**config.mk**
```make
export PLATFORM = sky130hd
export DESIGN_NAME = voice_mix_requester_flat
export DESIGN_NICKNAME = d
export VERILOG_FILES = /design/src/rtl/voice_mix_requester_if.sv /design/src/rtl/voice_mix_requester.sv /design/src/flat_wrapper.sv
export SDC_FILE = /design/constraint.sdc
export NUM_CORES = 1
export LEC_CHECK = 0
export CAP_MARGIN = 20
export CORE_UTILIZATION = 57
export DETAILED_ROUTE_END_ITERATION = 16
export GPL_TIMING_DRIVEN = 0
export PLACE_DENSITY = 0.82
export RECOVER_POWER = 50
export SLEW_MARGIN = 10
export SYNTH_ARGS = -nofsm -noshare
export SYNTH_HDL_FRONTEND = slang
export SYNTH_SLANG_ARGS = --single-unit
```
**constraint.sdc**
```tcl
create_clock -name clk -period 6.83 [get_ports clk]
set_input_delay 1.366 -clock clk [delete_from_list [all_inputs] [get_ports clk]]
set_output_delay 1.366 -clock clk [all_outputs]
set_load 0.02 [all_outputs]
```
**src/rtl/voice_mix_requester_if.sv**
```systemverilog
// Voice mix handshake bundle: codec request in, per-voice generate/ready/sample
// exchange, and the mixed codec sample with its status flags.
interface voice_mix_requester_if #(
  parameter int NUM_VOICES = 3,
  parameter int IN_WIDTH   = 18,
  parameter int OUT_WIDTH  = 16
);
  logic                           codec_sample_request;
  logic                           play_enable;
  logic [NUM_VOICES-1:0]          voice_active;
  logic [NUM_VOICES-1:0]          gen_next_out;
  logic [NUM_VOICES-1:0]          voice_sample_ready;
  logic [NUM_VOICES*IN_WIDTH-1:0] voice_sample;
  logic [OUT_WIDTH-1:0]           mixed_sample;
  logic                           mixed_valid;
  logic                           clip_flag;
  logic                           timeout_flag;
  logic                           overrun_flag;

  // The mixer drives the handshake: it requests samples and presents the mix.
  modport master (
    input  codec_sample_request, play_enable, voice_active,
           voice_sample_ready, voice_sample,
    output gen_next_out, mixed_sample, mixed_valid,
           clip_flag, timeout_flag, overrun_flag
  );

  // Codec, voices and play control seen from the other side.
  modport slave (
    output codec_sample_request, play_enable, voice_active,
           voice_sample_ready, voice_sample,
    input  gen_next_out, mixed_sample, mixed_valid,
           clip_flag, timeout_flag, overrun_flag
  );
endinterface

```
**src/rtl/voice_mix_requester.sv**
```systemverilog
// Voice mix requester: on a codec request, asks every active voice for its next
// sample, collects the replies (with a timeout), sums them, saturates to the
// codec width and presents one registered sample with a one-cycle valid pulse.
module voice_mix_requester #(
  parameter int NUM_VOICES = 3,
  parameter int IN_WIDTH   = 18,
  parameter int OUT_WIDTH  = 16,
  parameter int TIMEOUT    = 15
) (
  input  logic                  clk,
  input  logic                  reset,
  voice_mix_requester_if.master bus
);

  // Two guard bits hold the sum of up to four full-scale voices.
  localparam int ACC_W = IN_WIDTH + 2;
  localparam logic [7:0] TIMEOUT_LAST = 8'(TIMEOUT - 1);
  localparam logic signed [ACC_W-1:0] OUT_MAX = ACC_W'((2 ** (OUT_WIDTH - 1)) - 1);
  localparam logic signed [ACC_W-1:0] OUT_MIN = ~OUT_MAX;

  typedef enum logic [2:0] {IDLE, REQUEST, WAIT, SUM, OUTPUT} state_t;

  state_t state, state_nxt;

  logic [NUM_VOICES-1:0]      act_mask;
  logic [NUM_VOICES-1:0]      captured;
  logic [NUM_VOICES-1:0]      capture_now;
  logic signed [IN_WIDTH-1:0] cap [NUM_VOICES];
  logic [7:0]                 wait_cnt;
  logic                       timed_out;
  logic signed [ACC_W-1:0]    acc;
  logic signed [ACC_W-1:0]    sum_c;
  logic [OUT_WIDTH-1:0]       clamped_c;
  logic                       clip_c;
  logic                       req_accept;
  logic                       overrun_hit;
  logic                       all_done;
  logic                       wait_expired;

  logic [NUM_VOICES-1:0]      gen_next_q;
  logic [OUT_WIDTH-1:0]       mixed_sample_q;
  logic                       mixed_valid_q;
  logic                       clip_q;
  logic                       timeout_q;
  logic                       overrun_q;

  // State register.
  // NOTE: clocked state uses non-blocking assignments so every register
  // samples the pre-edge value of its inputs regardless of block order.
  always_ff @(posedge clk or posedge reset) begin
    if (reset) state <= IDLE;
    else       state <= state_nxt;
  end

  // Request decode, capture qualification and next-state selection.
  // NOTE: every signal written here gets a default first, so no path through
  // the block leaves one unassigned and no latch is inferred.
  always_comb begin
    req_accept   = 1'b0;
    overrun_hit  = 1'b0;
    capture_now  = '0;
    all_done     = 1'b0;
    wait_expired = 1'b0;
    state_nxt    = state;

    // The cycle carrying mixed_valid still belongs to the finished transaction.
    req_accept  = bus.codec_sample_request && (state == IDLE) && !mixed_valid_q;
    overrun_hit = bus.codec_sample_request && !req_accept;

    if (state == WAIT) capture_now = act_mask & bus.voice_sample_ready & ~captured;
    all_done     = ((captured | capture_now) == act_mask);
    wait_expired = (wait_cnt == TIMEOUT_LAST);

    case (state)
      IDLE: begin
        if (req_accept)
          state_nxt = (bus.play_enable && (|bus.voice_active)) ? REQUEST : SUM;
      end
      REQUEST: state_nxt = WAIT;
      WAIT: begin
        if (all_done || wait_expired) state_nxt = SUM;
      end
      SUM:     state_nxt = OUTPUT;
      OUTPUT:  state_nxt = IDLE;
      default: state_nxt = IDLE;
    endcase
  end

  // Sum of captured samples and saturation of the registered accumulator.
  always_comb begin
    sum_c     = '0;
    clip_c    = 1'b0;
    clamped_c = acc[OUT_WIDTH-1:0];
    for (int i = 0; i < NUM_VOICES; i++) begin
      if (captured[i]) sum_c = sum_c + ACC_W'(cap[i]);
    end
    if (acc > OUT_MAX) begin
      clamped_c = OUT_MAX[OUT_WIDTH-1:0];
      clip_c    = 1'b1;
    end else if (acc < OUT_MIN) begin
      clamped_c = OUT_MIN[OUT_WIDTH-1:0];
      clip_c    = 1'b1;
    end
  end

  // Transaction datapath: active mask, captures, wait counter and accumulator.
  // NOTE: the capture array is reset along with everything else so an
  // abandoned transaction can never leak old samples into a later sum.
  always_ff @(posedge clk or posedge reset) begin
    if (reset) begin
      act_mask  <= '0;
      captured  <= '0;
      wait_cnt  <= '0;
      timed_out <= 1'b0;
      acc       <= '0;
      for (int i = 0; i < NUM_VOICES; i++) cap[i] <= '0;
    end else begin
      if (req_accept) begin
        act_mask  <= bus.play_enable ? bus.voice_active : '0;
        captured  <= '0;
        timed_out <= 1'b0;
      end
      if (state == REQUEST) wait_cnt <= '0;
      if (state == WAIT) begin
        wait_cnt <= wait_cnt + 8'd1;
        captured <= captured | capture_now;
        for (int i = 0; i < NUM_VOICES; i++) begin
          if (capture_now[i]) cap[i] <= bus.voice_sample[i*IN_WIDTH +: IN_WIDTH];
        end
        if (!all_done && wait_expired) timed_out <= 1'b1;
      end
      if (state == SUM) acc <= sum_c;
    end
  end

  // Registered outputs: generate pulse, mixed sample with flags, sticky overrun.
  always_ff @(posedge clk or posedge reset) begin
    if (reset) begin
      gen_next_q     <= '0;
      mixed_sample_q <= '0;
      mixed_valid_q  <= 1'b0;
      clip_q         <= 1'b0;
      timeout_q      <= 1'b0;
      overrun_q      <= 1'b0;
    end else begin
      gen_next_q    <= (state_nxt == REQUEST) ? bus.voice_active : '0;
      mixed_valid_q <= (state == OUTPUT);
      if (state == OUTPUT) begin
        mixed_sample_q <= clamped_c;
        clip_q         <= clip_c;
        timeout_q      <= timed_out;
      end
      if (overrun_hit) overrun_q <= 1'b1;
    end
  end

  assign bus.gen_next_out = gen_next_q;
  assign bus.mixed_sample = mixed_sample_q;
  assign bus.mixed_valid  = mixed_valid_q;
  assign bus.clip_flag    = clip_q;
  assign bus.timeout_flag = timeout_q;
  assign bus.overrun_flag = overrun_q;

endmodule

```
**src/flat_wrapper.sv**
```systemverilog
// flat-port wrapper written by rule: the top's interface ports become plain ports
module voice_mix_requester_flat 
#(
  parameter int NUM_VOICES = 3,
  parameter int IN_WIDTH   = 18,
  parameter int OUT_WIDTH  = 16,
  parameter int TIMEOUT    = 15
)
  (clk, reset, bus_codec_sample_request, bus_play_enable, bus_voice_active, bus_voice_sample_ready, bus_voice_sample, bus_gen_next_out, bus_mixed_sample, bus_mixed_valid, bus_clip_flag, bus_timeout_flag, bus_overrun_flag);
  voice_mix_requester_if #(.NUM_VOICES(NUM_VOICES), .IN_WIDTH(IN_WIDTH), .OUT_WIDTH(OUT_WIDTH)) bus_i ();
  input  logic clk;
  input  logic reset;
  input wire logic [$bits(bus_i.codec_sample_request)-1:0] bus_codec_sample_request;
  input wire logic [$bits(bus_i.play_enable)-1:0] bus_play_enable;
  input wire logic [$bits(bus_i.voice_active)-1:0] bus_voice_active;
  input wire logic [$bits(bus_i.voice_sample_ready)-1:0] bus_voice_sample_ready;
  input wire logic [$bits(bus_i.voice_sample)-1:0] bus_voice_sample;
  output wire logic [$bits(bus_i.gen_next_out)-1:0] bus_gen_next_out;
  output wire logic [$bits(bus_i.mixed_sample)-1:0] bus_mixed_sample;
  output wire logic [$bits(bus_i.mixed_valid)-1:0] bus_mixed_valid;
  output wire logic [$bits(bus_i.clip_flag)-1:0] bus_clip_flag;
  output wire logic [$bits(bus_i.timeout_flag)-1:0] bus_timeout_flag;
  output wire logic [$bits(bus_i.overrun_flag)-1:0] bus_overrun_flag;
  assign bus_i.codec_sample_request = bus_codec_sample_request;
  assign bus_i.play_enable = bus_play_enable;
  assign bus_i.voice_active = bus_voice_active;
  assign bus_i.voice_sample_ready = bus_voice_sample_ready;
  assign bus_i.voice_sample = bus_voice_sample;
  assign bus_gen_next_out = bus_i.gen_next_out;
  assign bus_mixed_sample = bus_i.mixed_sample;
  assign bus_mixed_valid = bus_i.mixed_valid;
  assign bus_clip_flag = bus_i.clip_flag;
  assign bus_timeout_flag = bus_i.timeout_flag;
  assign bus_overrun_flag = bus_i.overrun_flag;
  voice_mix_requester #(.NUM_VOICES(NUM_VOICES), .IN_WIDTH(IN_WIDTH), .OUT_WIDTH(OUT_WIDTH), .TIMEOUT(TIMEOUT)) u_core (.clk(clk), .reset(reset), .bus(bus_i));
endmodule
```
Yosys cells after proc, flatten, opt, wreduce, memory -nomap -nowiden
Index checks and enable logic that the tools add are counted.
- register bits after elaboration: 115
- latch bits: 0
- memory bits (writable): 0
- memory bits (read-only): 0
- output and inout port bits: 23
- logic and storage cells: 68
- memories: 0
- add/sub/neg operators: 3
- multipliers: 0
- div/mod/pow operators: 0
- $lt $le $gt $ge: 2
- equality and inequality tests: 7
- shift operators: 0
- mux-type cells: 21
- bitwise logic cells: 4
- reduce and logical (&&, ||, !) cells: 16
- operator list (cell ; number):
    two-way mux 20 bit ; 3
    adder 20 x 18 -> 20 bit ; 2
    two-way mux 16 bit ; 2
    two-way mux 3 bit ; 7
    greater-than comparator 20 x 16 -> 1 bit, second input constant ; 1
    < comparator 20 x 16 -> 1 bit, second input constant ; 1
    two-way mux 8 bit ; 2
    case mux 3 bit (4 select lines) ; 1
    adder 8 x 1 -> 8 bit, second input constant ; 1
    equality test 8 x 4 -> 1 bit, second input constant ; 1
    AND 3 bit ; 2
    equality test 3 x 1 -> 1 bit, second input constant ; 2
    equality test 3 x 2 -> 1 bit, second input constant ; 2
    AND reduction 2 bit ; 3
    logical AND 1 bit ; 5
    two-way mux 1 bit ; 5
    nonzero test 2 bit ; 2
    equality test 3 bit ; 1
    equality test 3 bit, second input constant ; 1
    logical NOT 1 bit ; 3
    logical NOT 3 bit ; 1
    inverter 3 bit ; 1
    bitwise OR 3 bit ; 1
    OR reduction 3 bit ; 1
    2 further kinds ; 2

Logic depth before layout (Yosys ltp)
Gate-level depths: netlist (run 1).
- depth after elaboration: 10
- mapped depth: 31
- mapped depth without buffers: 26

Worst setup path after synthesis (run 1)
OpenSTA, ideal clock, no wires.
- path type: reg-to-reg
- start point: register u_core.captured[0]
- end point: register u_core.acc[19]
- arrival: 5541 ps
- data required time: 6747 ps
- slack: 1206 ps
- cell stages (with the launch flop): 30
- buffers on the path: 5
- period minus slack after synthesis: 5624 ps
- cell sequence: dfrtp_1 -> buf_6 -> buf_6 -> clkbuf_1 -> clkbuf_1 -> clkbuf_1 -> nand2_1 -> inv_1 -> ha_1 -> inv_1 -> fa_1 -> nor2b_1 -> a21oi_1 -> o221a_2 -> o21bai_1 -> maj3_2 -> o21a_1 -> nor2_1 -> or3_1 -> a31o_2 -> ha_1 -> nand2_1 -> o41ai_1 -> o21ai_0 -> a21oi_1 -> a31oi_1 -> xnor2_1 -> nand2_1 -> xor2_1 -> o21ai_0
- word-level cells in the longest chain between the ends: 5
- RTL lines (what ; RTL line ; RTL):
    start, declared ; voice_mix_requester.sv:26 ; logic [NUM_VOICES-1:0] captured;
    start signal, assigned ; voice_mix_requester.sv:126 ; captured <= captured | capture_now;
    two-way mux 20 bit (*) ; voice_mix_requester.sv:95 ; if (captured[i]) sum_c = sum_c + ACC_W'(cap[i]);
    adder 20 x 18 -> 20 bit ; voice_mix_requester.sv:95 ;
    two-way mux 20 bit (*) ; voice_mix_requester.sv:95 ;
    adder 20 x 18 -> 20 bit ; voice_mix_requester.sv:95 ;
    two-way mux 20 bit (*) ; voice_mix_requester.sv:95 ;
    end signal, assigned ; voice_mix_requester.sv:132 ; if (state == SUM) acc <= sum_c;
    end, declared ; voice_mix_requester.sv:31 ; logic signed [ACC_W-1:0] acc;
Every way passes the cells marked *; elsewhere a longest branch is shown, timed or not.
A chain may end at the register's enable or synchronous reset.

Worst setup path after layout (run 1)
Ends and elaborated chain as after synthesis.

==> run summary, run 1 <==
Status = complete, but fails checks
Failing checks = capacitance limit, slew limit
CP Max Fanout = 10
Top cells by area, synth = dfrtp_1 (41%), mux2_2 (8.8%), ha_1 (6.2%)
Worst Hold Path Cells = 2
First-pass GRT wire length = 29700 um
Via count = 6070
Initial core utilization = 0.586
Leakage = 3.89 nW
Longest Clk Path Bufs = 2
I/O pins = 87
Crit path from = u_core.captured[0]
Wire per inst = 17.4 um
Number of global-route vias before repair = 6135
Critical path endpoint category = flip-flop
Critical path launch point type = flip-flop
Multi-input gate area = 3910 um^2
Slowest CP cell = o41ai_2
Routed wire length = 17800 um
Crit path time final = 6.23 ns
Setup CP Type = reg2reg
Setup tns final = 0 ns
R2r endpoint = u_core.acc[19]
Syn nets = 861
Peak VDD IR = 0.000233 V
Post-CTS setup buffers = 0
TritonCTS clock tree = yes
Reg2reg setup slack = 0.60 ns
Worst Tran Pin Value = 3.08 ns
Final antenna-violating net count = 0
Largest net degree at the start of global routing = 72
Tcrit/Tclk final = 0.912
Most used cell, CP = nand2_1
Netlist cell types = 58
Clk Latency, worst-skew pair = 0.43 ns
Die Ht = 113 um
MaxCap Viol Count = 2
Core area = 12000 um^2
Async set-reset flop share out of synthesis = 1.00
Post-synthesis area per instance = 9.26 um^2
Overflow after GRT = 0
Pwr dens = 469 nW/um^2
R2r worst-path depth = 29
Htree depth = 4
Main synth FF type = dfrtp_1
CTS buffer count = 17
Number of synthesized register bits = 115
Initial antenna violation count = 0
Setup ws final = 0.603 ns
Leading area contributor after synthesis = dfrtp_1
CP max stage delay = 0.47 ns
Die Area = 12800 um^2
Clock Pin Slew Worst Setup and Hold Paths = 0.05 ns
Area growth, synth to finish = 23.0%
Reg2Reg Launch Point = u_core.captured[0]
Die Wd = 113 um
Slew headroom = -1.06
RSZ-0062 raised after global routing = no
CTS Hold Buffers Added = 0
Setup WS pre-CTS = -0.274 ns
Final GP Congestion = 0.950
Worst EP arrival = 6.51 ns
Final Skew = 0.00517 ns
Proportion of layout cells with a drive suffix above 1 = 0.110
DR iter-0 viols = 325
Max-slew violation count = 118
Overall Global Routing Usage = 0.301
Post-synthesis sequential area ratio = 0.409
Synth Warn # = 0
Final hold violations = 0
Final #Nets = 968
F_max = 161 MHz
CTS Sinks = 115
# setup viols final = 0
Hold Path Class = reg2reg
N_diodes = 0
Register area = 2880 um^2
Share of the synthesized area in the top cell type = 0.409
Initial DRT Pass Iterations = 5
Via density = 5.92
Synthesized cell area = 7040 um^2
CP Capture Point = u_core.acc[19]
Residual DRC count = 0
PortBufs = 86
Root Driver = clkbuf_16
EDFF count, synth = 0
Cell row count = 40
WP data required = 7.12 ns
Syn Inst Count = 760
FILL cells = 894
Placed wire-length estimate = 13500 um
[power by group]
part	internal, mW	switching (mW)
Clock	0.521	0.298
Combinational	0.886	1.19
Sequential	0.959	0.215
Total	2.37	1.70
[sequential cells by signal (all words and copies together), names as in the netlist]
register / count
u_core.bus.mixed_valid: 1
u_core.bus.timeout_flag: 1
u_core.wait_cnt: 8
u_core.acc: 20
u_core.captured: 3
u_core.timed_out: 1
u_core.cap: 54
u_core.state: 3
u_core.bus.clip_flag: 1
u_core.bus.gen_next_out: 3
u_core.act_mask: 3
u_core.bus.overrun_flag: 1
u_core.bus.mixed_sample: 16
[layer usage]
layer  global-route usage  vias up  share of wire
met5                    0        -              0
met4                0.146        0          0.036
met3               0.0578       51          0.047
met2                0.519      179           0.50
met1                0.360     2923           0.42
li1                     -     2917              -
[worst max-delay path, delay by kind of cell, from the launching register on]
family | cells | cell delay, ns
xor+xnor | 2 | 0.36
flops | 1 | 0.34
buf+inv | 7 | 1.18
simple gates | 6 | 0.85
fa+ha+maj | 4 | 1.22
compound gates | 10 | 2.13
[metrics by stage]
| step | util | cells | total power [mW] | cell area, um^2 | hold slack [ns] |
|---|---|---|---|---|---|
| 2_1_floorplan | - | 760 | 2.62 | 7040 | 0.444 |
| 3_5_place_dp | 0.677 | 995 | 3.20 | 8130 | 0.455 |
| 6_report | 0.721 | 1025 | 4.07 | 8660 | 0.460 |
| 3_3_place_gp | 0.673 | 993 | 3.10 | 8090 | 0.443 |
| 5_1_grt | 0.721 | 1025 | 4.36 | 8660 | 0.498 |
| 4_1_cts | 0.722 | 1025 | 4.05 | 8680 | 0.466 |
[cell usage in the layout, fill, tap and decap left out, types with 13 or more instances in the layout]
cell type        netlist  routed
a21oi_1               42      42
clkbuf_16              0      17
a21o_1                16      16
clkdlybuf4s50_1        0      84
mux2_2                55      55
ha_1                  35      35
clkbuf_1              33      35
inv_1                 25      24
xor2_1                13      13
nor2_1                49      49
o21ai_0               75      74
xnor2_1               34      34
nand2_1              104     104
nand3_1               13      13
and2_1                13      13
a31oi_1               15      15
dfrtp_1              115     115
[synth_stat cells, drive strengths merged (2+ instances only)]
master and number:
a211o 3, a211oi 10, a21o 16, a21oi 42, a311o 2, a31o 4, a31oi 15, a32o 5
a32oi 2, and2 13, and3 4, and4 5, buf 8, clkbuf 33, dfrtp 115, fa 2
ha 35, inv 25, mux2 55, mux2i 7, nand2 104, nand2b 10, nand3 13, nand3b 2
nand4 4, nor2 49, nor2b 2, nor3 4, nor3b 4, nor4 3, o211ai 6, o21ai 77
o21bai 4, o22ai 6, o31a 2, o41ai 2, or3 4, xnor2 34, xor2 13
[cell type report]
class	instances	area share
inverter	26	0.0114
timing repair buffer	88	0.102
clock buffer	25	0.0560
clock inverter	5	0.00607
sequential	115	0.332
buffer	41	0.0204
multi-input combinational	578	0.451
tap	147	0.0212
[how the worst min path moves through the flow]
stage                                startpoint                          end  slack, ns
detailed placement  u_core.bus.mixed_sample[14]  u_core.bus.mixed_sample[14]       0.45
global placement        u_core.bus.overrun_flag      u_core.bus.overrun_flag       0.44
global route         u_core.bus.mixed_sample[9]   u_core.bus.mixed_sample[9]       0.50
finish              u_core.bus.mixed_sample[14]  u_core.bus.mixed_sample[14]       0.46
CTS                 u_core.bus.mixed_sample[14]  u_core.bus.mixed_sample[14]       0.47
floorplan                      u_core.timed_out             u_core.timed_out       0.44
[cell families after synthesis]
family	synth area share
buffers and inverters	0.0380
AND/OR/NAND/NOR	0.148
AO/OA/AOI/OAI	0.179
multiplexers	0.0979
adder cells (fa/ha/maj)	0.0695
flip-flops	0.409
XOR/XNOR	0.0585
[what timing repair did]
item / 4_1_cts / 5_1_grt
resized for setup: 2 / 8
endpoints found under the setup margin: 2 / 6
endpoints found under the hold margin: 0 / 0
Power figures use the tool's default switching activity.
==> run 2, diff against run 1 <==
--- a/config.mk
+++ b/config.mk
@@ -6,6 +6,7 @@
 export NUM_CORES = 1
 export LEC_CHECK = 0
 export CAP_MARGIN = 20
+export CORE_MARGIN = 5
 export CORE_UTILIZATION = 57
 export DETAILED_ROUTE_END_ITERATION = 16
 export GPL_TIMING_DRIVEN = 0
==> run 2 against run 1 <==
Net effect: the flow still finishes with violations (capacitance limit, slew limit); via count fell by 0.97%; highest routed layer unchanged; combinational power barely moved; cell area increased by 0.10%.
==> run summary, run 2 (synthesis results as in run 1) <==
Status = complete, but fails checks
Failing checks = capacitance limit, slew limit
Initial antenna violation count = 0
Max-slew violation count = 118
Post-Place Cell Area = 8160 um^2
Top routing layer in use = met4
Final hold violations = 0
Critical path endpoint category = flip-flop
Power consumption = 4.01 mW
CP max stage delay = 0.43 ns
TritonCTS clock tree = yes
Crit path time final = 6.37 ns
Worst Tran Pin Value = 2.80 ns
Wire per inst = 16.6 um
Placed wire-length estimate = 13100 um
PortBufs = 86
Die Area = 14700 um^2
Final #Nets = 968
Longest Clk Path Bufs = 2
N_diodes = 0
M1 wire length = 7600 um
DR iter-0 viols = 499
Delay-heaviest family, CP = compound AO/OA/AOI/OAI gates
F_max = 157 MHz
Post-route cell area = 8670 um^2
Proportion of layout cells with a drive suffix above 1 = 0.112
Post-CTS setup buffers = 0
Reg2reg setup slack = 0.46 ns
Setup ws final = 0.457 ns
Core area = 12100 um^2
Final GP Congestion = 0.942
Slowest CP cell = fa_1
Biggest register = u_core.cap
Routed wire length = 17400 um
Largest net degree at the start of global routing = 65
Tcrit/Tclk final = 0.933
Met2 wire length = 8440 um
Peak VDD IR = 0.000219 V
Clock Pin Slew Worst Setup and Hold Paths = 0.05 ns
CP Max Fanout = 10
Worst EP arrival = 6.65 ns
Initial DRT Pass Iterations = 7
Hold Worst Slack = 0.463 ns
Die Ht = 121 um
I/O pins = 87
Setup WS pre-CTS = -0.0980 ns
Leakage = 3.88 nW
Slew headroom = -0.870
Root Driver = clkbuf_16
Setup CP Type = reg2reg
Most common cell after layout, fill and taps aside = dfrtp_1
Met3 WL = 969 um
Die Wd = 121 um
CP bufs+invs = 7
WP data required = 7.11 ns
Initial core utilization = 0.584
Pwr dens = 463 nW/um^2
Htree depth = 4
# setup viols final = 0
Hold Path Class = reg2reg
Clk Latency, worst-skew pair = 0.42 ns
Residual DRC count = 0
Final Skew = 0.0128 ns
Largest register FFs = 54
Via density = 5.75
Cell row count = 40
Commonest cells after routing, fill and taps aside = dfrtp_1 (115), nand2_1 (104), clkdlybuf4s50_1 (84)
MaxCap Viol Count = 2
Number of global-route vias before repair = 5958
First-pass GRT wire length = 29400 um
Overall Global Routing Usage = 0.251
CTS buffer count = 17
Critical path launch point type = flip-flop
Area growth, synth to finish = 23.2%
Via count = 6011
CTS Sinks = 115
Final antenna-violating net count = 0
CTS Hold Buffers Added = 0
Overflow after GRT = 0
run 2: timing repair:
item                                   CTS  global route
setup endpoints to repair                2             6
endpoints found under the hold margin    0             0
resized for setup                        2             4
pin swaps                                0             0
run 2: report_power, final:
part           total, mW  leakage (nW)  switching [mW]  internal, mW
registers           1.17          1.46           0.213         0.959
logic               2.05          2.15            1.17         0.881
clock network      0.791         0.264           0.290         0.501
run 2: routing by layer:
| layer | vias to the layer above | track usage |
|---|---|---|
| li1 | 2914 | - |
| met1 | 2876 | 0.329 |
| met2 | 192 | 0.414 |
| met3 | 29 | 0.0564 |
| met4 | 0 | 0.0861 |
| met5 | - | 0 |
run 2: layout make-up:
class / count / area, um^2
Buffer: 41 / 174
Clock buffer: 24 / 502
Clock inverter: 5 / 27.5
Fill cell: 865 / 3390
Inverter: 26 / 98.8
Multi-Input combinational cell: 578 / 3910
Sequential cell: 115 / 2880
Tap cell: 168 / 210
Timing Repair Buffer: 88 / 875
run 2: final timing paths:
path                                          from                 endpoint  cells after the start
max in group asynchronous                    reset           u_core.cap[10]                      3
max reg2reg                     u_core.captured[0]           u_core.acc[17]                     30
max                             u_core.captured[0]           u_core.acc[17]                     30
min reg2reg                u_core.bus.overrun_flag  u_core.bus.overrun_flag                      1
min in group asynchronous                    reset       u_core.wait_cnt[7]                      2
min                        u_core.bus.overrun_flag  u_core.bus.overrun_flag                      1
run 2: stage by stage:
step            util  setup TNS, ns  cells
6_report       0.719              0   1045
5_1_grt        0.719       -0.00445   1045
4_1_cts        0.721              0   1045
3_5_place_dp   0.676         -0.121   1016
3_3_place_gp   0.673              0   1014
2_1_floorplan      -              0    760
